`config.mk`:
```
export PLATFORM = sky130hd
export DESIGN_NAME = vote_collector
export DESIGN_NICKNAME = d
export VERILOG_FILES = /design/src/rtl/vote_collector_pkg.sv /design/src/rtl/vote_idle_timer.sv /design/src/rtl/vote_collector.sv
export SDC_FILE = /design/constraint.sdc
export NUM_CORES = 1
export LEC_CHECK = 0
export BUFFER_PORTS_ARGS = -buffer_cell sky130_fd_sc_hd__buf_2
export CORE_MARGIN = 3
export CORE_UTILIZATION = 52
export CTS_CLUSTER_DIAMETER = 60
export DETAILED_ROUTE_END_ITERATION = 6
export GPL_TIMING_DRIVEN = 0
export PLACE_DENSITY = 0.72
export SETUP_SLACK_MARGIN = 0.15
export SYNTH_ARGS = -nofsm -noshare
export SYNTH_HDL_FRONTEND = slang
export SYNTH_HIERARCHICAL = 1
export SYNTH_SLANG_ARGS = --single-unit
export TNS_END_PERCENT = 1
```
`constraint.sdc`:
```
create_clock -name clk -period 2.5 [get_ports clk]
set_input_delay 0.25 -clock clk [delete_from_list [all_inputs] [get_ports clk]]
set_output_delay 0.25 -clock clk [all_outputs]
set_load 0.02 [all_outputs]
```
`src/rtl/vote_collector_pkg.sv`:
```
// Shared definitions for the ballot collector: class codes, FSM states,
// default voter-class widths and a counter-width helper.
package vote_collector_pkg;

  localparam int unsigned NP_W_DEF  = 32;
  localparam int unsigned VIP_W_DEF = 8;
  localparam int unsigned CNT_W     = 6;

  typedef enum logic [1:0] {
    CLS_NP   = 2'd0,
    CLS_VIP  = 2'd1,
    CLS_VVIP = 2'd2,
    CLS_BAD  = 2'd3
  } vote_cls_e;

  typedef enum logic [1:0] {
    S_IDLE    = 2'd0,
    S_COLLECT = 2'd1,
    S_DONE    = 2'd2
  } vote_state_e;

  // Width able to hold 0..n-1, never narrower than one bit.
  function automatic int unsigned ctr_width(input int unsigned n);
    return (n <= 2) ? 1 : $clog2(n);
  endfunction

endpackage

```
`src/rtl/vote_idle_timer.sv`:
```
// Idle-cycle counter: cleared on session entry or accepted ballot, saturates
// at TIMEOUT-1 and flags expiry while sitting there.
module vote_idle_timer
  import vote_collector_pkg::*;
#(
  parameter int unsigned TIMEOUT = 1000
) (
  input  logic clk,
  input  logic reset,
  input  logic clear,
  input  logic tick,
  output logic expire
);

  localparam int unsigned W = ctr_width(TIMEOUT);
  localparam logic [W-1:0] LAST = W'(TIMEOUT - 1);

  logic [W-1:0] r_cnt;

  always_ff @(posedge clk) begin
    if (reset || clear) begin
      r_cnt <= '0;
    end else if (tick && (r_cnt != LAST)) begin
      r_cnt <= r_cnt + 1'b1;
    end
  end

  assign expire = (r_cnt == LAST);

endmodule

```
`src/rtl/vote_collector.sv`:
```
// Ballot front end: accepts one ballot per cycle, records yes/no per voter,
// rejects duplicates/malformed ballots and freezes the image on close/timeout.
module vote_collector
  import vote_collector_pkg::*;
#(
  parameter int unsigned NP_W    = NP_W_DEF,
  parameter int unsigned VIP_W   = VIP_W_DEF,
  parameter int unsigned TIMEOUT = 1000
) (
  input  logic                 clk,
  input  logic                 reset,
  input  logic                 start,
  input  logic                 close,
  input  logic                 in_valid,
  output logic                 in_ready,
  input  logic [1:0]           in_class,
  input  logic [4:0]           in_idx,
  input  logic                 in_vote,
  output logic [NP_W-1:0]      np_o,
  output logic [VIP_W-1:0]     vip_o,
  output logic                 vvip_o,
  output logic [CNT_W-1:0]     cnt_o,
  output logic                 out_valid,
  output logic                 err,
  output logic                 timed_out
);

  vote_state_e r_state, w_state_nxt;

  logic [NP_W-1:0]  r_np, r_cast_np, w_np_mask;
  logic [VIP_W-1:0] r_vip, r_cast_vip, w_vip_mask;
  logic             r_vvip, r_cast_vvip;
  logic [CNT_W-1:0] r_cnt;
  logic             r_err, r_timed_out;

  vote_cls_e w_cls;
  logic      w_legal, w_dup, w_fire, w_accept, w_reject;
  logic      w_expire, w_tmr_clear, w_tmr_tick;

  assign w_cls = vote_cls_e'(in_class);

  // One-hot voter select per class; indices beyond a class width yield an empty mask.
  always_comb begin
    w_np_mask  = '0;
    w_vip_mask = '0;
    for (int unsigned i = 0; i < NP_W; i++) begin
      w_np_mask[i] = (32'(in_idx) == i);
    end
    for (int unsigned i = 0; i < VIP_W; i++) begin
      w_vip_mask[i] = (32'(in_idx) == i);
    end
  end

  always_comb begin
    w_legal = 1'b0;
    w_dup   = 1'b0;
    case (w_cls)
      CLS_NP: begin
        w_legal = (32'(in_idx) < NP_W);
        w_dup   = |(r_cast_np & w_np_mask);
      end
      CLS_VIP: begin
        w_legal = (32'(in_idx) < VIP_W);
        w_dup   = |(r_cast_vip & w_vip_mask);
      end
      CLS_VVIP: begin
        w_legal = (in_idx == '0);
        w_dup   = r_cast_vvip;
      end
      default: ;
    endcase
  end

  // A restart in the same cycle drops the ballot silently (no accept, no err).
  assign w_fire   = in_valid && (r_state == S_COLLECT);
  assign w_accept = w_fire && !start && w_legal && !w_dup;
  assign w_reject = w_fire && !start && !(w_legal && !w_dup);

  assign w_tmr_clear = start || w_accept;
  assign w_tmr_tick  = (r_state == S_COLLECT) && !w_accept;

  vote_idle_timer #(
    .TIMEOUT(TIMEOUT)
  ) u_idle_timer (
    .clk    (clk),
    .reset  (reset),
    .clear  (w_tmr_clear),
    .tick   (w_tmr_tick),
    .expire (w_expire)
  );

  always_ff @(posedge clk) begin
    if (reset) begin
      r_state <= S_IDLE;
    end else begin
      r_state <= w_state_nxt;
    end
  end

  always_comb begin
    w_state_nxt = r_state;
    case (r_state)
      S_IDLE: begin
        if (start) w_state_nxt = S_COLLECT;
      end
      S_COLLECT: begin
        if (start)                  w_state_nxt = S_COLLECT;
        else if (close || w_expire) w_state_nxt = S_DONE;
      end
      S_DONE: begin
        if (start) w_state_nxt = S_COLLECT;
      end
      default: w_state_nxt = S_IDLE;
    endcase
  end

  always_comb begin
    in_ready  = (r_state == S_COLLECT);
    out_valid = (r_state == S_DONE);
  end

  always_ff @(posedge clk) begin
    if (reset || start) begin
      r_np        <= '0;
      r_vip       <= '0;
      r_vvip      <= 1'b0;
      r_cast_np   <= '0;
      r_cast_vip  <= '0;
      r_cast_vvip <= 1'b0;
      r_cnt       <= '0;
    end else if (w_accept) begin
      r_cnt <= r_cnt + 1'b1;
      case (w_cls)
        CLS_NP: begin
          r_cast_np <= r_cast_np | w_np_mask;
          r_np      <= in_vote ? (r_np | w_np_mask) : (r_np & ~w_np_mask);
        end
        CLS_VIP: begin
          r_cast_vip <= r_cast_vip | w_vip_mask;
          r_vip      <= in_vote ? (r_vip | w_vip_mask) : (r_vip & ~w_vip_mask);
        end
        CLS_VVIP: begin
          r_cast_vvip <= 1'b1;
          r_vvip      <= in_vote;
        end
        default: ;
      endcase
    end
  end

  always_ff @(posedge clk) begin
    if (reset) begin
      r_err       <= 1'b0;
      r_timed_out <= 1'b0;
    end else begin
      r_err <= w_reject;
      if (start) begin
        r_timed_out <= 1'b0;
      end else if ((r_state == S_COLLECT) && w_expire && !close) begin
        r_timed_out <= 1'b1;
      end
    end
  end

  assign np_o      = r_np;
  assign vip_o     = r_vip;
  assign vvip_o    = r_vvip;
  assign cnt_o     = r_cnt;
  assign err       = r_err;
  assign timed_out = r_timed_out;

endmodule

```
Word-level counts from Yosys, hierarchy flattened
Cells that the tools add are included.
{"block": "word_totals", "register_bits": 102, "input_bits": 13}
{"block": "classes", "add_sub_neg": 2, "n_lt_le_gt_ge": 1, "n_eq_ne": 39, "muxes": 8, "n_bitwise": 10, "n_reduce_logical": 30}
{"cell": "5-bit == test, second input constant", "count": 16}
{"cell": "32-bit bitwise AND", "count": 2}
{"cell": "32-bit OR", "count": 2}
{"cell": "5-bit by 4-bit == test with 1-bit output, second input constant", "count": 8}
{"cell": "32-bit 2-to-1 mux", "count": 1}
{"cell": "32-bit NOT", "count": 1}
{"cell": "32-bit OR reduction", "count": 1}
{"cell": "5-bit by 3-bit == test with 1-bit output, second input constant", "count": 4}
{"cell": "8-bit bitwise AND", "count": 2}
{"cell": "8-bit OR", "count": 2}
{"cell": "10-bit by 1-bit adder with 10-bit output, second input constant", "count": 1}
{"cell": "10-bit == test, second input constant", "count": 1}
{"cell": "5-bit by 2-bit == test with 1-bit output, second input constant", "count": 2}
{"cell": "1-bit logical AND", "count": 10}
{"cell": "10-bit inequality test, second input constant", "count": 1}
{"cell": "8-bit 2-to-1 mux", "count": 1}
{"cell": "8-bit NOT", "count": 1}
{"cell": "2-bit AND reduction", "count": 4}
{"cell": "8-bit OR reduction", "count": 1}
{"cell": "6-bit by 1-bit adder with 6-bit output, second input constant", "count": 1}
{"cell": "2-bit 2-to-1 mux", "count": 3}
{"cell": "1-bit one-hot mux with 3 select lines", "count": 2}
{"cell": "5-bit by 1-bit == test with 1-bit output, second input constant", "count": 1}
{"cell": "1-bit zero test", "count": 5}
{"cell": "other kinds (10)", "count": 17}

Logic depth before layout (Yosys ltp)
Gate-level depths: netlist of the first run.
{"block": "logic_depth", "ltp_word": 9, "ltp_mapped": 12}

By module
Netlist of the first run, hierarchy kept.
{"module": "vote_collector", "n_inst": 1, "cells_each": 483, "area_per_inst_um2": 4222.8, "seq_area_each_um2": 1841.8}
{"module": "vote_idle_timer", "n_inst": 1, "cells_each": 58, "area_per_inst_um2": 505.5, "seq_area_each_um2": 200.2}

Least setup slack after synthesis of the first run
Ideal clock, no wire load.
{"block": "synth_timing", "path_type": "input to register", "startpoint": "input in_idx[0]", "endpoint": "register u_idle_timer.r_cnt[6]", "setup_ns": 0.070, "arrival_ns": 2.615, "path_slack_ns": -0.185, "path_stages": 12, "n_path_buf": 3, "cell_sequence": "buf_4 nor2b_1 clkbuf_1 nand3_1 o311a_1 o311ai_1 a211oi_2 buf_4 nor2b_1 nand2_1 or4_1 a21oi_1"}
{"block": "synth_between", "elab_chain_len": 9, "word_cells_on_any_way": 47, "cone_classes": "1 x order compare; 31 x eq/ne; 2 x mux; 2 x bitwise; 11 x reduce/logical"}
{"item": "from (decl)", "line_no": "vote_collector.sv:17", "text": "input logic [4:0] in_idx,"}
{"item": "5-bit by 1-bit == test with 1-bit output (tied with other cells)", "line_no": "vote_collector.sv:47, vote_collector.sv:50"}
{"item": "32-bit bitwise AND or 8-bit bitwise AND (tied branches)", "line_no": "vote_collector.sv:60, vote_collector.sv:64"}
{"item": "32-bit OR reduction or 8-bit OR reduction (tied branches)", "line_no": "vote_collector.sv:60, vote_collector.sv:64"}
{"item": "1-bit one-hot mux with 3 select lines", "line_no": "vote_collector.sv:57", "text": "case (w_cls)"}
{"item": "1-bit zero test", "line_no": "vote_collector.sv:76", "text": "assign w_accept = w_fire && !start && w_legal && !w_dup;"}
{"item": "1-bit logical AND (*)", "line_no": "vote_collector.sv:76"}
{"item": "1-bit zero test (*)", "line_no": "vote_collector.sv:80", "text": "assign w_tmr_tick = (r_state == S_COLLECT) && !w_accept;"}
{"item": "1-bit logical AND (*)", "line_no": "vote_collector.sv:80"}
{"item": "via w_tmr_tick", "line_no": "vote_collector.sv:38", "text": "logic w_expire, w_tmr_clear, w_tmr_tick;"}
{"item": "1-bit logical AND (*)", "line_no": "vote_idle_timer.sv:23", "text": "end else if (tick && (r_cnt != LAST)) begin"}
{"item": "to (signal assigned)", "line_no": "vote_idle_timer.sv:24", "text": "r_cnt <= r_cnt + 1'b1;"}
{"item": "to (decl)", "line_no": "vote_idle_timer.sv:18", "text": "logic [W-1:0] r_cnt;"}
Mark *: on every way through the listed nets, which the timed path passes. The rest lies on a longest branch.
A chain may end at the register's enable or synchronous reset.

Worst setup path after layout of the first run
{"block": "layout_timing", "startpoint": "register r_cast_vip[7]", "endpoint": "register u_idle_timer.r_cnt[4]"}
{"block": "layout_between", "elab_chain_len": 8, "word_cells_on_any_way": 10, "cone_classes": "1 x mux; 1 x bitwise; 8 x reduce/logical"}
{"item": "from (decl)", "line_no": "vote_collector.sv:31", "text": "logic [VIP_W-1:0] r_vip, r_cast_vip, w_vip_mask;"}
{"item": "from (signal assigned)", "line_no": "vote_collector.sv:139", "text": "r_cast_vip <= r_cast_vip | w_vip_mask;"}
{"item": "8-bit bitwise AND", "line_no": "vote_collector.sv:64", "text": "w_dup = |(r_cast_vip & w_vip_mask);"}
{"item": "8-bit OR reduction", "line_no": "vote_collector.sv:64"}
{"item": "1-bit one-hot mux with 3 select lines", "line_no": "vote_collector.sv:57"}
{"item": "1-bit zero test", "line_no": "vote_collector.sv:76"}
{"item": "1-bit logical AND", "line_no": "vote_collector.sv:76"}
{"item": "1-bit zero test", "line_no": "vote_collector.sv:80"}
{"item": "1-bit logical AND", "line_no": "vote_collector.sv:80"}
{"item": "via w_tmr_tick", "line_no": "vote_collector.sv:38"}
{"item": "1-bit logical AND", "line_no": "vote_idle_timer.sv:23"}
The timed path passes the listed nets, and every way through them passes these cells.

==> impl_metrics.ini, run 1 <==
[status]
status = finished with violations
violations = setup timing

[logic_synthesis]
synth.area.top_cells = dfxtp_1, a21oi_1, nor2_1, o31ai_1, mux2i_1
synth_cell_types = 73
syn-num-nets = 556
synthArstFlopShare_pct = 0
syn_area_per_cell_um2 = 8.74
ys_seq_elements = 102
synth_cells = 541
ys_seq_area_share_pct = 43.2
yosysWarnings = 6
ys.flop_type = dfxtp_1
yosysTopAreaCell = dfxtp_1
synth_top_area_share_pct = 43.2
synth_area_um2 = 4730
synth_edf_count = 0

[clock_network]
clk_pin_slew_ps = 100
cts_buffers = 9
cts_buffer_depth = 2
cts-root-buf = clkbuf_8
clock_sinks = 102
cts_tree = built
htreeDepth = 3
clock_latency_ps = 380
hold_buffers = 0

[final_layout]
layout-drive-gt1-share_pct = 27.6
final_common_cell = dfxtp_1
utilization_pct = 65.2
antenna_cells = 0
final_cell_mix = dfxtp_1, buf_2, nor2_1, a21oi_1, nand2_1
area_growth_pct = 20.9
fin_cells = 735
stdcell_area_um2 = 5720
fillers = 757
fin_nets = 639

[worst_setup_path]
crit_required_ps = 2780
setup.worst_path.end = u_idle_timer/r_cnt[4]$_SDFFE_PP0P_
r2r_start = r_cast_vip[7]$_SDFFE_PP0P_
arrival_ps = 2810
r2r_end = u_idle_timer/r_cnt[4]$_SDFFE_PP0P_
start_kind = register
cp-end-kind = register
cp_max_fo = 4
crit_path_start = r_cast_vip[7]$_SDFFE_PP0P_
r2r_cells = 11
critPathKind = reg2reg
rrSetupSlack_ps = -30

[timing]
setup_viol = 3
hold_viol_final = 0
fin_crit_ps = 2530
setup_slack_ps = -34.6
relSlewSlack_pct = 50.0
rsz0062_at_grt = yes
fmax_mhz = 395
worst_slew_pin_slew_ps = 747
maxSlewViolCount = 0
worst_clock_skew_ps = 18.6
setup_tns_ps = -61.1
timing.final.crit_share_pct = 101
hold_ws_ps = 147

[floorplanning]
fp.dieH_um = 101
num_rows = 34
die_area_um2 = 10300
start_util_pct = 54.0
coreArea_um2 = 8760
ios = 64
fp.dieW_um = 101

[place]
io_buffer_count = 61
dp_slack_ps = -792
dp_cells = 710
dpl.hpwl_um = 10200
postPlaceCellArea_um2 = 5190
gp_congestion = 0.957

[pwr]
p_leak_nw = 2.04
total_power_mw = 2.98
ir_drop_mv = 0.241
p_per_area_nw_per_um2 = 521

[route]
drtAntennaViolNets = 0
wl_per_cell_um = 19.4
drt_iter0_markers = 423
detail_route.first_pass.iterations = 4
drt_drc_violations_left = 0
vias = 4656
vias_per_cell = 6.33
drt_wl_total_um = 14200

[min_path]
hp-start = reset
hold_path_depth = 2
hold_class = in2reg

[global_routing]
grt_pass1_vias = 4357
grt_pass1_wl_um = 22600
grtUsageTotal_pct = 28.0
grt_overflow_total = 0
grt_max_degree = 16
antenna_found_initial = 0

[flow_run]
drv_cap = 0
Yosys cell counts (2+ instances only):
| cell | instances |
|---|---|
| a21oi_1 | 60 |
| o31ai_1 | 25 |
| nand3_1 | 24 |
| and2_1 | 4 |
| nand4_1 | 24 |
| or2_1 | 2 |
| buf_4 | 7 |
| o21ai_1 | 6 |
| nor2_1 | 62 |
| ha_1 | 2 |
| a211oi_2 | 2 |
| mux4_2 | 2 |
| o22ai_1 | 2 |
| or2_2 | 4 |
| buf_2 | 8 |
| clkbuf_1 | 26 |
| nor4bb_1 | 2 |
| buf_6 | 2 |
| or4_1 | 4 |
| nor4_2 | 3 |
| nand3b_1 | 4 |
| a211oi_1 | 3 |
| inv_1 | 8 |
| nor2_2 | 6 |
| mux2_2 | 2 |
| o41ai_1 | 2 |
| nor3_2 | 2 |
| and3_1 | 4 |
| a31oi_1 | 22 |
| nor3_1 | 5 |
| nand2b_1 | 4 |
| or3_1 | 6 |
| nor2b_1 | 6 |
| mux2i_1 | 18 |
| o21ai_0 | 3 |
| and4_1 | 2 |
| dfxtp_1 | 102 |
| o21a_1 | 9 |
| nand2_1 | 28 |
worst min-delay path by stage:
| stage | end | slack (ps) |
|---|---|---|
| 6_report | r_state[0]$_SDFFE_PP0P_ | 150 |
| 5_1_grt | r_state[0]$_SDFFE_PP0P_ | 170 |
| 4_1_cts | r_state[0]$_SDFFE_PP0P_ | 130 |
| 3_5_place_dp | register | 450 |
| 3_3_place_gp | r_cast_vip[3]$_SDFFE_PP0P_ | 440 |
| 2_1_floorplan | r_state[0]$_SDFFE_PP0P_ | 330 |
where the power goes:
group	switching [mW]	internal, mW	leakage (nW)
clock	0.570	0.507	0.0935
sequential	0.00331	1.63	0.823
combinational	0.196	0.0780	1.12
worst max-delay path, stage by stage (launching register included):
cell	delay (ps)
dfxtp_2	330
mux4_2	480
mux2_4	310
o22ai_4	200
o311ai_4	140
a211oi_2	350
buf_6	180
nor2b_4	50
buf_6	110
nand4_1	90
xor2_1	140
nor2_1	60
cell families after synthesis:
family | synth area share [%]
buffers and inverters | 5.29
and+or+nand+nor | 24.5
AOI/OAI and AO/OA | 20.9
adders and majority gates | 0.529
xor gates and xnor gates | 0.371
muxes | 5.24
DFF | 43.2
layout make-up:
cell class | instances | area [um2] | area share, %
Multi-Input combinational cell | 386 | 2650 | 46.3
Buffer | 44 | 265 | 4.64
Timing Repair Buffer | 72 | 392 | 6.85
Clock buffer | 11 | 151 | 2.65
Tap cell | 108 | 135 | 2.36
Sequential cell | 102 | 2050 | 35.8
Inverter | 9 | 33.8 | 0.591
Clock inverter | 3 | 45.0 | 0.788
metal layers:
metal	track usage, %	wire, um
met5	0	0
met3	4.89	1120
met2	43.6	6540
met1	39.2	6290
met4	9.71	303
repair_timing:
action | in CTS | in global routing
setup buffers | 5 | 6
endpoints found under the setup margin | 74 | 84
pin swaps | 24 | 15
resized for setup | 38 | 26
Note: power is estimated with default switching activity, not from simulation.
==> run 2, diff against run 1 <==
- SETUP_SLACK_MARGIN: 0.15 -> 0.5
==> impl_metrics.ini, run 2 (synthesized netlist as in run 1, its figures left out) <==
[final_layout]
layout-drive-gt1-share_pct = 27.1
antenna_cells = 0
area_growth_pct = 20.0
final_cell_mix = dfxtp_1, buf_2, nor2_1
final_common_cell = dfxtp_1
utilization_pct = 64.7
fin_nets = 639

[worst_setup_path]
crit_path_start = r_cast_vip[7]$_SDFFE_PP0P_
cp_max_fo = 4
cpPeakStageDelay_ps = 480
crit_chain = mux4_2, mux2_4, o22ai_4, o311ai_4, a211oi_2, buf_6, nor2b_4, buf_6, nand4_1, xor2_1, nor2_1
start_kind = register
r2r_end = u_idle_timer/r_cnt[4]$_SDFFE_PP0P_
cp-end-kind = register
critPathKind = reg2reg
r2r_cells = 11
cp_common_cell = buf_6
worst-path-buf-inv = 2
critical-path-top-delay-family = multiplexers
rrSetupSlack_ps = -30
r2r_start = r_cast_vip[7]$_SDFFE_PP0P_
arrival_ps = 2810
crit_required_ps = 2780
cpMaxStageDelayCell = mux4_2

[route]
detail_route.first_pass.iterations = 6
drt_iter0_markers = 341
wl_per_cell_um = 19.4
drtAntennaViolNets = 0
vias_per_cell = 6.22
drt_wl_total_um = 14300
drt_drc_violations_left = 0
vias = 4571

[place]
dp_slack_ps = -792
dpl.hpwl_um = 10200
io_buffer_count = 61
gp_congestion = 0.957

[flow_run]
drv_cap = 0

[timing]
hold_viol_final = 0
worst_slew_pin_slew_ps = 677
worst_clock_skew_ps = 18.7
setup_viol = 5
setup_tns_ps = -71.8
fin_crit_ps = 2530
maxSlewViolCount = 0
fmax_mhz = 395
hold_ws_ps = 146
setup_slack_ps = -30.2
relSlewSlack_pct = 54.7
timing.final.crit_share_pct = 101
rsz0062_at_grt = yes

[global_routing]
grt_pass1_vias = 4378
grt_overflow_total = 0
grt_pass1_wl_um = 22600
antenna_found_initial = 0
grt_max_degree = 16
grtUsageTotal_pct = 28.0

[pwr]
p_per_area_nw_per_um2 = 526
ir_drop_mv = 0.241
p_leak_nw = 2.03

[min_path]
hp-start = reset
worstHoldEndpoint = r_state[0]$_SDFFE_PP0P_
hold_class = in2reg
hold_path_depth = 2

[status]
status = finished with violations
violations = setup timing

[floorplanning]
fp.dieW_um = 101
ios = 64
num_rows = 34
fp.dieH_um = 101
coreArea_um2 = 8760
start_util_pct = 54.0
die_area_um2 = 10300

[clock_network]
cts_buffer_depth = 2
clock_sinks = 102
cts-root-buf = clkbuf_8
cts_buffers = 9
clk_pin_slew_ps = 100
cts_tree = built
hold_buffers = 0
htreeDepth = 3
clock_latency_ps = 380
==> run 2: layout make-up <==
cell class	count	area (um2)
sequential	102	2050
clock inverter	3	45.0
timing repair buffer	72	392
buffer	44	264
clock buffer	11	151
fill	770	3090
multi-input combinational	386	2610
inverter	9	33.8
tap	108	135
==> run 2: worst reg2reg max path, cell delays in order, from the launching register on <==
cell and delay [ps]:
dfxtp_2 330, mux4_2 480, mux2_4 310, o22ai_4 200
o311ai_4 140, a211oi_2 340, buf_6 180, nor2b_4 60
buf_6 120, nand4_1 90, xor2_1 150, nor2_1 60
==> run 2: worst max-delay path by stage <==
stage	to	slack [ps]	cells past startpoint
2_1_floorplan	u_idle_timer/r_cnt[2]$_SDFFE_PP0P_	2	11
3_3_place_gp	u_idle_timer/r_cnt[2]$_SDFFE_PP0P_	-730	12
3_5_place_dp	u_idle_timer/r_cnt[6]$_SDFFE_PP0P_	-790	12
4_1_cts	u_idle_timer/r_cnt[6]$_SDFFE_PP0P_	-40	10
5_1_grt	u_idle_timer/r_cnt[4]$_SDFFE_PP0P_	-100	11
6_report	u_idle_timer/r_cnt[4]$_SDFFE_PP0P_	-30	11
==> run 2: repair_timing <==
item,4_1_cts,5_1_grt
setup endpoints to repair,98,99
pin swaps,17,24
setup buffers,5,6
gates resized for setup,37,21
==> run 2: through the flow <==
step	instances	total power, mW	cell area, um2
detailed placement	710	1.90	5190
floorplan	541	1.82	4750
global placement	710	1.90	5190
finish	735	2.99	5670
global route	735	3.07	5670
CTS	729	2.97	5570
==> run 2: power by group <==
part / internal, mW / total [mW] / switching, mW
Clock: 0.507 / 1.08 / 0.576
Sequential: 1.63 / 1.63 / 0.00328
Combinational: 0.0780 / 0.273 / 0.195
==> run 2: metal layers <==
layer	GRT usage, %	up-vias	part of all wire, %
li1	-	2157	-
met1	38.8	2157	44
met2	43.1	227	46
met3	5.72	30	8.0
met5	0	-	0
met4	10.7	0	1.9
